$ cat src/rtl/core_pkg.sv
// Shared memory-control encodings and the load/store unit state type.
// Also holds small helpers for access masks and split detection.
package core_pkg;

  localparam logic [1:0] MEM_BYTE = 2'b00;
  localparam logic [1:0] MEM_HALF = 2'b01;
  localparam logic [1:0] MEM_WORD = 2'b10;

  typedef enum logic [1:0] {
    MAU_IDLE  = 2'd0,
    MAU_BEAT0 = 2'd1,
    MAU_BEAT1 = 2'd2,
    MAU_RESP  = 2'd3
  } mau_state_t;

  // Encoding 2'b11 behaves as a word access.
  function automatic logic [3:0] size_mask(input logic [1:0] size);
    case (size)
      MEM_BYTE: return 4'h1;
      MEM_HALF: return 4'h3;
      default:  return 4'hF;
    endcase
  endfunction

  function automatic logic is_split(input logic [1:0] size, input logic [1:0] off);
    case (size)
      MEM_BYTE: return 1'b0;
      MEM_HALF: return (off == 2'd3);
      default:  return (off != 2'd0);
    endcase
  endfunction

endpackage

$ cat src/rtl/mem_access_unit_if.sv
// Request/response bus between the core and the load/store unit, plus the
// word-SRAM port the unit drives.
interface mem_access_unit_if #(
  parameter int ADDR_W = 16
);
  logic              req_valid;
  logic              req_ready;
  logic              mem_read;
  logic              mem_write;
  logic [1:0]        mem_size;
  logic              mem_unsigned;
  logic [31:0]       addr;
  logic [31:0]       wdata;
  logic              resp_valid;
  logic [31:0]       rdata;
  logic              sram_en;
  logic [3:0]        sram_we;
  logic [ADDR_W-3:0] sram_addr;
  logic [31:0]       sram_wdata;
  logic [31:0]       sram_rdata;

  modport slave (
    input  req_valid, mem_read, mem_write, mem_size, mem_unsigned, addr, wdata,
    output req_ready, resp_valid, rdata,
    output sram_en, sram_we, sram_addr, sram_wdata,
    input  sram_rdata
  );

  modport master (
    output req_valid, mem_read, mem_write, mem_size, mem_unsigned, addr, wdata,
    input  req_ready, resp_valid, rdata,
    input  sram_en, sram_we, sram_addr, sram_wdata,
    output sram_rdata
  );
endinterface

$ cat src/rtl/mem_lane_align.sv
// Byte-lane steering: store byte enables/data across two words, and the
// load-side shift plus sign/zero extension.
module mem_lane_align
  import core_pkg::*;
(
  input  logic [1:0]  size,
  input  logic [1:0]  off,
  input  logic        unsigned_ld,
  input  logic [31:0] wdata,
  input  logic [63:0] r64,
  output logic [7:0]  be64,
  output logic [63:0] w64,
  output logic [31:0] rdata
);
  logic [31:0] r_low;
  logic        fill;

  assign be64  = {4'b0000, size_mask(size)} << off;
  assign w64   = {32'b0, wdata} << {off, 3'b000};
  assign r_low = 32'(r64 >> {off, 3'b000});

  always_comb begin
    rdata = r_low;
    fill  = 1'b0;
    case (size)
      MEM_BYTE: begin
        fill  = ~unsigned_ld & r_low[7];
        rdata = {{24{fill}}, r_low[7:0]};
      end
      MEM_HALF: begin
        fill  = ~unsigned_ld & r_low[15];
        rdata = {{16{fill}}, r_low[15:0]};
      end
      default: rdata = r_low;
    endcase
  end
endmodule

$ cat src/rtl/mem_access_unit.sv
// Single-outstanding load/store responder in front of a 1-cycle word SRAM;
// misaligned halves/words are issued as two consecutive SRAM beats.
module mem_access_unit
  import core_pkg::*;
#(
  parameter int ADDR_W = 16
) (
  input logic              clk,
  input logic              rst_n,
  mem_access_unit_if.slave bus
);
  localparam int WA_W = ADDR_W - 2;

  mau_state_t        state_reg, state_next;
  logic [1:0]        size_reg;
  logic              unsigned_reg;
  logic              store_reg;
  logic [ADDR_W-1:0] addr_reg;
  logic [31:0]       wdata_reg;
  logic [31:0]       hold_reg;

  logic              accept;
  logic              split;
  logic [1:0]        off;
  logic [WA_W-1:0]   word_addr;
  logic [7:0]        be64;
  logic [63:0]       w64;
  logic [63:0]       r64;
  logic [31:0]       load_data;
  logic              unused_addr_hi;

  assign unused_addr_hi = ^bus.addr[31:ADDR_W];

  assign accept    = bus.req_valid & (state_reg == MAU_IDLE) & (bus.mem_read | bus.mem_write);
  assign off       = addr_reg[1:0];
  assign split     = is_split(size_reg, off);
  assign word_addr = addr_reg[ADDR_W-1:2];
  // BEAT0 data was parked in hold_reg; the second word arrives in RESP.
  assign r64       = split ? {bus.sram_rdata, hold_reg} : {32'b0, bus.sram_rdata};

  mem_lane_align u_align (
    .size        (size_reg),
    .off         (off),
    .unsigned_ld (unsigned_reg),
    .wdata       (wdata_reg),
    .r64         (r64),
    .be64        (be64),
    .w64         (w64),
    .rdata       (load_data)
  );

  always_ff @(posedge clk) begin
    if (!rst_n) begin
      state_reg    <= MAU_IDLE;
      size_reg     <= MEM_BYTE;
      unsigned_reg <= 1'b0;
      store_reg    <= 1'b0;
      addr_reg     <= '0;
      wdata_reg    <= '0;
      hold_reg     <= '0;
    end else begin
      state_reg <= state_next;
      if (accept) begin
        size_reg     <= bus.mem_size;
        unsigned_reg <= bus.mem_unsigned;
        store_reg    <= bus.mem_write;
        addr_reg     <= bus.addr[ADDR_W-1:0];
        wdata_reg    <= bus.wdata;
      end
      if (state_reg == MAU_BEAT1) hold_reg <= bus.sram_rdata;
    end
  end

  always_comb begin
    state_next = state_reg;
    case (state_reg)
      MAU_IDLE:  if (accept) state_next = MAU_BEAT0;
      MAU_BEAT0: state_next = split ? MAU_BEAT1 : MAU_RESP;
      MAU_BEAT1: state_next = MAU_RESP;
      MAU_RESP:  state_next = MAU_IDLE;
      default:   state_next = MAU_IDLE;
    endcase
  end

  always_comb begin
    bus.sram_en    = 1'b0;
    bus.sram_we    = 4'h0;
    bus.sram_addr  = '0;
    bus.sram_wdata = '0;
    case (state_reg)
      MAU_BEAT0: begin
        bus.sram_en    = 1'b1;
        bus.sram_we    = store_reg ? be64[3:0] : 4'h0;
        bus.sram_addr  = word_addr;
        bus.sram_wdata = store_reg ? w64[31:0] : 32'h0;
      end
      MAU_BEAT1: begin
        bus.sram_en    = 1'b1;
        bus.sram_we    = store_reg ? be64[7:4] : 4'h0;
        bus.sram_addr  = word_addr + WA_W'(1);
        bus.sram_wdata = store_reg ? w64[63:32] : 32'h0;
      end
      default: ;
    endcase
  end

  assign bus.req_ready  = (state_reg == MAU_IDLE);
  assign bus.resp_valid = (state_reg == MAU_RESP);
  assign bus.rdata      = ((state_reg == MAU_RESP) && !store_reg) ? load_data : 32'h0;

endmodule

$ cat src/flat_wrapper.sv
// flat-port wrapper written by rule: the top's interface ports become plain ports
module mem_access_unit_flat import core_pkg::*;
#(
  parameter int ADDR_W = 16
)
  (clk, rst_n, bus_req_valid, bus_mem_read, bus_mem_write, bus_mem_size, bus_mem_unsigned, bus_addr, bus_wdata, bus_req_ready, bus_resp_valid, bus_rdata, bus_sram_en, bus_sram_we, bus_sram_addr, bus_sram_wdata, bus_sram_rdata);
  mem_access_unit_if #(.ADDR_W(ADDR_W)) bus_i ();
  input logic clk;
  input logic rst_n;
  input wire logic [$bits(bus_i.req_valid)-1:0] bus_req_valid;
  input wire logic [$bits(bus_i.mem_read)-1:0] bus_mem_read;
  input wire logic [$bits(bus_i.mem_write)-1:0] bus_mem_write;
  input wire logic [$bits(bus_i.mem_size)-1:0] bus_mem_size;
  input wire logic [$bits(bus_i.mem_unsigned)-1:0] bus_mem_unsigned;
  input wire logic [$bits(bus_i.addr)-1:0] bus_addr;
  input wire logic [$bits(bus_i.wdata)-1:0] bus_wdata;
  output wire logic [$bits(bus_i.req_ready)-1:0] bus_req_ready;
  output wire logic [$bits(bus_i.resp_valid)-1:0] bus_resp_valid;
  output wire logic [$bits(bus_i.rdata)-1:0] bus_rdata;
  output wire logic [$bits(bus_i.sram_en)-1:0] bus_sram_en;
  output wire logic [$bits(bus_i.sram_we)-1:0] bus_sram_we;
  output wire logic [$bits(bus_i.sram_addr)-1:0] bus_sram_addr;
  output wire logic [$bits(bus_i.sram_wdata)-1:0] bus_sram_wdata;
  input wire logic [$bits(bus_i.sram_rdata)-1:0] bus_sram_rdata;
  assign bus_i.req_valid = bus_req_valid;
  assign bus_i.mem_read = bus_mem_read;
  assign bus_i.mem_write = bus_mem_write;
  assign bus_i.mem_size = bus_mem_size;
  assign bus_i.mem_unsigned = bus_mem_unsigned;
  assign bus_i.addr = bus_addr;
  assign bus_i.wdata = bus_wdata;
  assign bus_req_ready = bus_i.req_ready;
  assign bus_resp_valid = bus_i.resp_valid;
  assign bus_rdata = bus_i.rdata;
  assign bus_sram_en = bus_i.sram_en;
  assign bus_sram_we = bus_i.sram_we;
  assign bus_sram_addr = bus_i.sram_addr;
  assign bus_sram_wdata = bus_i.sram_wdata;
  assign bus_i.sram_rdata = bus_sram_rdata;
  mem_access_unit #(.ADDR_W(ADDR_W)) u_core (.clk(clk), .rst_n(rst_n), .bus(bus_i));
endmodule
$ cat config.mk
export PLATFORM = sky130hd
export DESIGN_NAME = mem_access_unit_flat
export DESIGN_NICKNAME = d
export VERILOG_FILES = /design/src/rtl/core_pkg.sv /design/src/rtl/mem_access_unit_if.sv /design/src/rtl/mem_lane_align.sv /design/src/rtl/mem_access_unit.sv /design/src/flat_wrapper.sv
export SDC_FILE = /design/constraint.sdc
export NUM_CORES = 1
export LEC_CHECK = 0
export CAP_MARGIN = 40
export CORE_ASPECT_RATIO = 1.1
export CORE_MARGIN = 2
export CORE_UTILIZATION = 53
export CTS_BUF_LIST = sky130_fd_sc_hd__clkbuf_4
export CTS_CLUSTER_SIZE = 16
export DETAILED_ROUTE_END_ITERATION = 8
export PLACE_DENSITY_LB_ADDON = 0.3
export SLEW_MARGIN = 20
export SYNTH_ARGS = -nofsm -noshare
export SYNTH_HDL_FRONTEND = slang
export SYNTH_SLANG_ARGS = --single-unit
$ cat constraint.sdc
create_clock -name clk -period 2.62 [get_ports clk]
set_input_delay 0.262 -clock clk [delete_from_list [all_inputs] [get_ports clk]]
set_output_delay 0.262 -clock clk [all_outputs]
set_load 0.05 [all_outputs]
==> impl_metrics.env <==
export IMPL_rows=40
export IMPL_gp_congestion=0.911
export IMPL_worst_skew_pair_late_latency_ps=450
export IMPL_outcome="complete, but fails checks"
export IMPL_io_buffers=172
export IMPL_synth_top_cell_by_area="dfxtp_1"
export IMPL_tightest_slew_ps=574
export IMPL_avgSynthCellArea_sq_um=7.47
export IMPL_use_met2_pct=57.2
export IMPL_critPathMaxFanout=7
export IMPL_crit_path_end_kind="output pin"
export IMPL_final_cell_mix="nand2_1, clkdlybuf4s50_1, dfxtp_1, mux2i_1, buf_12"
export IMPL_setup_ws_ps=-72.2
export IMPL_clkPwrFrac_pct=13.6
export IMPL_overflow=0
export IMPL_drtAntennaViolNets=0
export IMPL_path_clk_slew_ps=130
export IMPL_drt_total_wl_um=20900
export IMPL_area_growth_pct=53.0
export IMPL_synthArstFlopShare_pct=0
export IMPL_grt_start_max_net_pins=54
export IMPL_skew_ps=8.07
export IMPL_yosys_warnings=0
export IMPL_worstPathArrival_ps=2430
export IMPL_whs_ps=337
export IMPL_worst_endpoint_required_ps=2360
export IMPL_ys_types=51
export IMPL_cts_tree="yes"
export IMPL_cts_buffers=9
export IMPL_synth_area_leaders="dfxtp_1, nand2_1, mux2i_1"
export IMPL_min_period_ps=2690
export IMPL_p_int_mw=2.99
export IMPL_nNetsFinal=1072
export IMPL_die_w_um=106
export IMPL_antenna_cells=0
export IMPL_power_frac_comb_pct=55.8
export IMPL_cts_buffer_depth=2
export IMPL_grt_pass1_vias=6532
export IMPL_drive_gt1_share_pct=27.9
export IMPL_violations="setup timing"
export IMPL_ys_seq_area_share_pct=26.0
export IMPL_cts_root_buf="clkbuf_4"
export IMPL_finalHoldViolations=0
export IMPL_synth_edf_count=0
export IMPL_fin_crit_sh_pct=103
export IMPL_final_common_cell="nand2_1"
export IMPL_drc=0
export IMPL_dieArea_sq_mm=0.0122
export IMPL_track_usage_pct=32.7
export IMPL_nFillCells=640
export IMPL_synthFlopType="dfxtp_1"
export IMPL_p_leak_nw=3.25
export IMPL_via_per_inst=6.09
export IMPL_clock_sinks=78
export IMPL_busiest_layer="met2"
export IMPL_io_pin_count=189
export IMPL_syn_area_sq_mm=0.00602
export IMPL_initial_utilization_pct=54.6
export IMPL_rsz0062_at_grt="true"
export IMPL_critical_path_class="flop to output pin"
export IMPL_core_sq_mm=0.0110
export IMPL_hold_buffers=0
export IMPL_peakVddDrop_v=0.000478
export IMPL_antenna_found_initial=0
export IMPL_drt_iter0_drc=549
export IMPL_grt_pass1_wl_um=32300
export IMPL_ys_seq_elements=78
export IMPL_min_path_type="input port to flop"
export IMPL_slew_limit_headroom_pct=61.6
export IMPL_die_h_um=116
export IMPL_switching_power_mw=2.38
export IMPL_p_sw_share_pct=44.3
export IMPL_synth_net_count=914
export IMPL_setup_viol=14
export IMPL_vias=6793
export IMPL_synth_top_area_share_pct=26.0
export IMPL_use_met3_pct=6.47
export IMPL_cap_violations=0
export IMPL_fmax_mhz=371
export IMPL_finalMaxSlewViolations=0
export IMPL_dp_hpwl_um=13400
export IMPL_routedWlPerCell_um=18.8
export IMPL_dr_pass1_iters=5
export IMPL_syn_inst=805
export IMPL_power_density_mw_per_mm2=584
export IMPL_seqCellArea_sq_mm=0.00158
export IMPL_final_util_pct=83.6
export IMPL_grt_met1_usage_pct=40.5
export IMPL_start_kind="flop"
export IMPL_htree_levels=3
export IMPL_multiInputGateArea_sq_mm=0.00446
export IMPL_largest_reg_flops=32
export IMPL_pwr_share_seq_pct=30.5
-- path summary, 6_finish.rpt --
path,cells after the start,end,startpoint,slack [ps]
setup / recovery,7,bus_rdata[17],u_core.size_reg[1],-70
hold / removal,3,u_core.addr_reg[5],bus_addr[5],340
setup reg to reg,5,u_core.hold_reg[19],u_core.state_reg[0],860
hold reg to reg,2,u_core.wdata_reg[12],u_core.wdata_reg[12],500
-- critical path: stages (launching register included) --
cell and delay (ps):
dfxtp_4 390, buf_6 120, nor2_4 110, mux2_4 320, a211oi_4 370, a2111o_1 360, nand2_1 120, buf_6 170
-- synthesized netlist by cell type (2+ instances only) --
| master | n |
|---|---|
| and2_1 | 14 |
| a31oi_1 | 14 |
| o21ai_1 | 3 |
| a21oi_1 | 58 |
| nand3_1 | 8 |
| o21ai_0 | 43 |
| mux2i_1 | 62 |
| buf_1 | 5 |
| nor3_1 | 3 |
| a21boi_0 | 18 |
| mux4_2 | 9 |
| o22ai_1 | 5 |
| buf_2 | 18 |
| a221oi_1 | 7 |
| xor2_1 | 3 |
| nand2b_1 | 5 |
| and3_1 | 7 |
| a211o_1 | 7 |
| dfxtp_1 | 78 |
| buf_6 | 5 |
| a22oi_1 | 23 |
| nand4_1 | 3 |
| xnor2_1 | 4 |
| nor2b_1 | 36 |
| mux2_2 | 39 |
| buf_4 | 3 |
| a211oi_1 | 12 |
| nor2_1 | 55 |
| o22a_1 | 2 |
| inv_1 | 14 |
| ha_1 | 5 |
| clkbuf_1 | 40 |
| nand2_1 | 179 |
-- cell families (layout without fill, tap and decap cells) --
kind of cell | count (synthesis) | count (layout) | synth area share [%]
muxes | 110 | 110 | 21.0
and+or+nand+nor | 314 | 314 | 22.9
DFF | 78 | 78 | 26.0
adders and majority gates | 5 | 5 | 1.04
buffers and inverters | 86 | 248 | 6.55
AOI/OAI and AO/OA | 205 | 206 | 21.6
xor gates and xnor gates | 7 | 7 | 1.02
-- power groups by stage --
stage / sequential (mW) / combinational, mW / clock (mW)
after CTS: 1.62 / 2.77 / 0.736
after detailed placement: 1.66 / 2.56 / 0
after floorplan: 1.55 / 1.84 / 0
after global placement: 1.64 / 2.51 / 0
after global routing: 1.67 / 3.18 / 0.796
final: 1.64 / 3.00 / 0.732
-- routing by layer --
metal / wire, um / share of wire, %
met4: 606 / 2.9
met5: 0 / 0
met3: 1860 / 8.9
met2: 10600 / 50
met1: 7920 / 38
-- final cells by class --
type	count	area share, %
inverter	15	0.611
multi-input combinational	642	48.4
tap	147	2.00
sequential	78	17.2
clock buffer	10	0.815
timing repair buffer	217	30.4
clock inverter	6	0.584
-- timing repair --
| action | CTS | global route |
|---|---|---|
| cloned | 4 | 0 |
| gates resized for setup | 37 | 78 |
| buffers inserted | 9 | 8 |
| pin swaps | 8 | 20 |
| endpoints found under the setup margin | 56 | 54 |
-- through the flow --
stage / setup WS [ps] / std cells / instance area, sq um / power [mW] / TNS, ps
final: -72.2 / 1115 / 9210 / 5.37 / -626
after global routing: -183 / 1115 / 9210 / 5.65 / -2640
after CTS: -30.2 / 1107 / 8830 / 5.13 / -134
after detailed placement: 62.5 / 1078 / 8390 / 4.22 / 0
after global placement: 111 / 1078 / 8390 / 4.16 / 0
after floorplan: -341 / 805 / 6070 / 3.39 / -2410
Note: power is estimated with default switching activity, not from simulation.
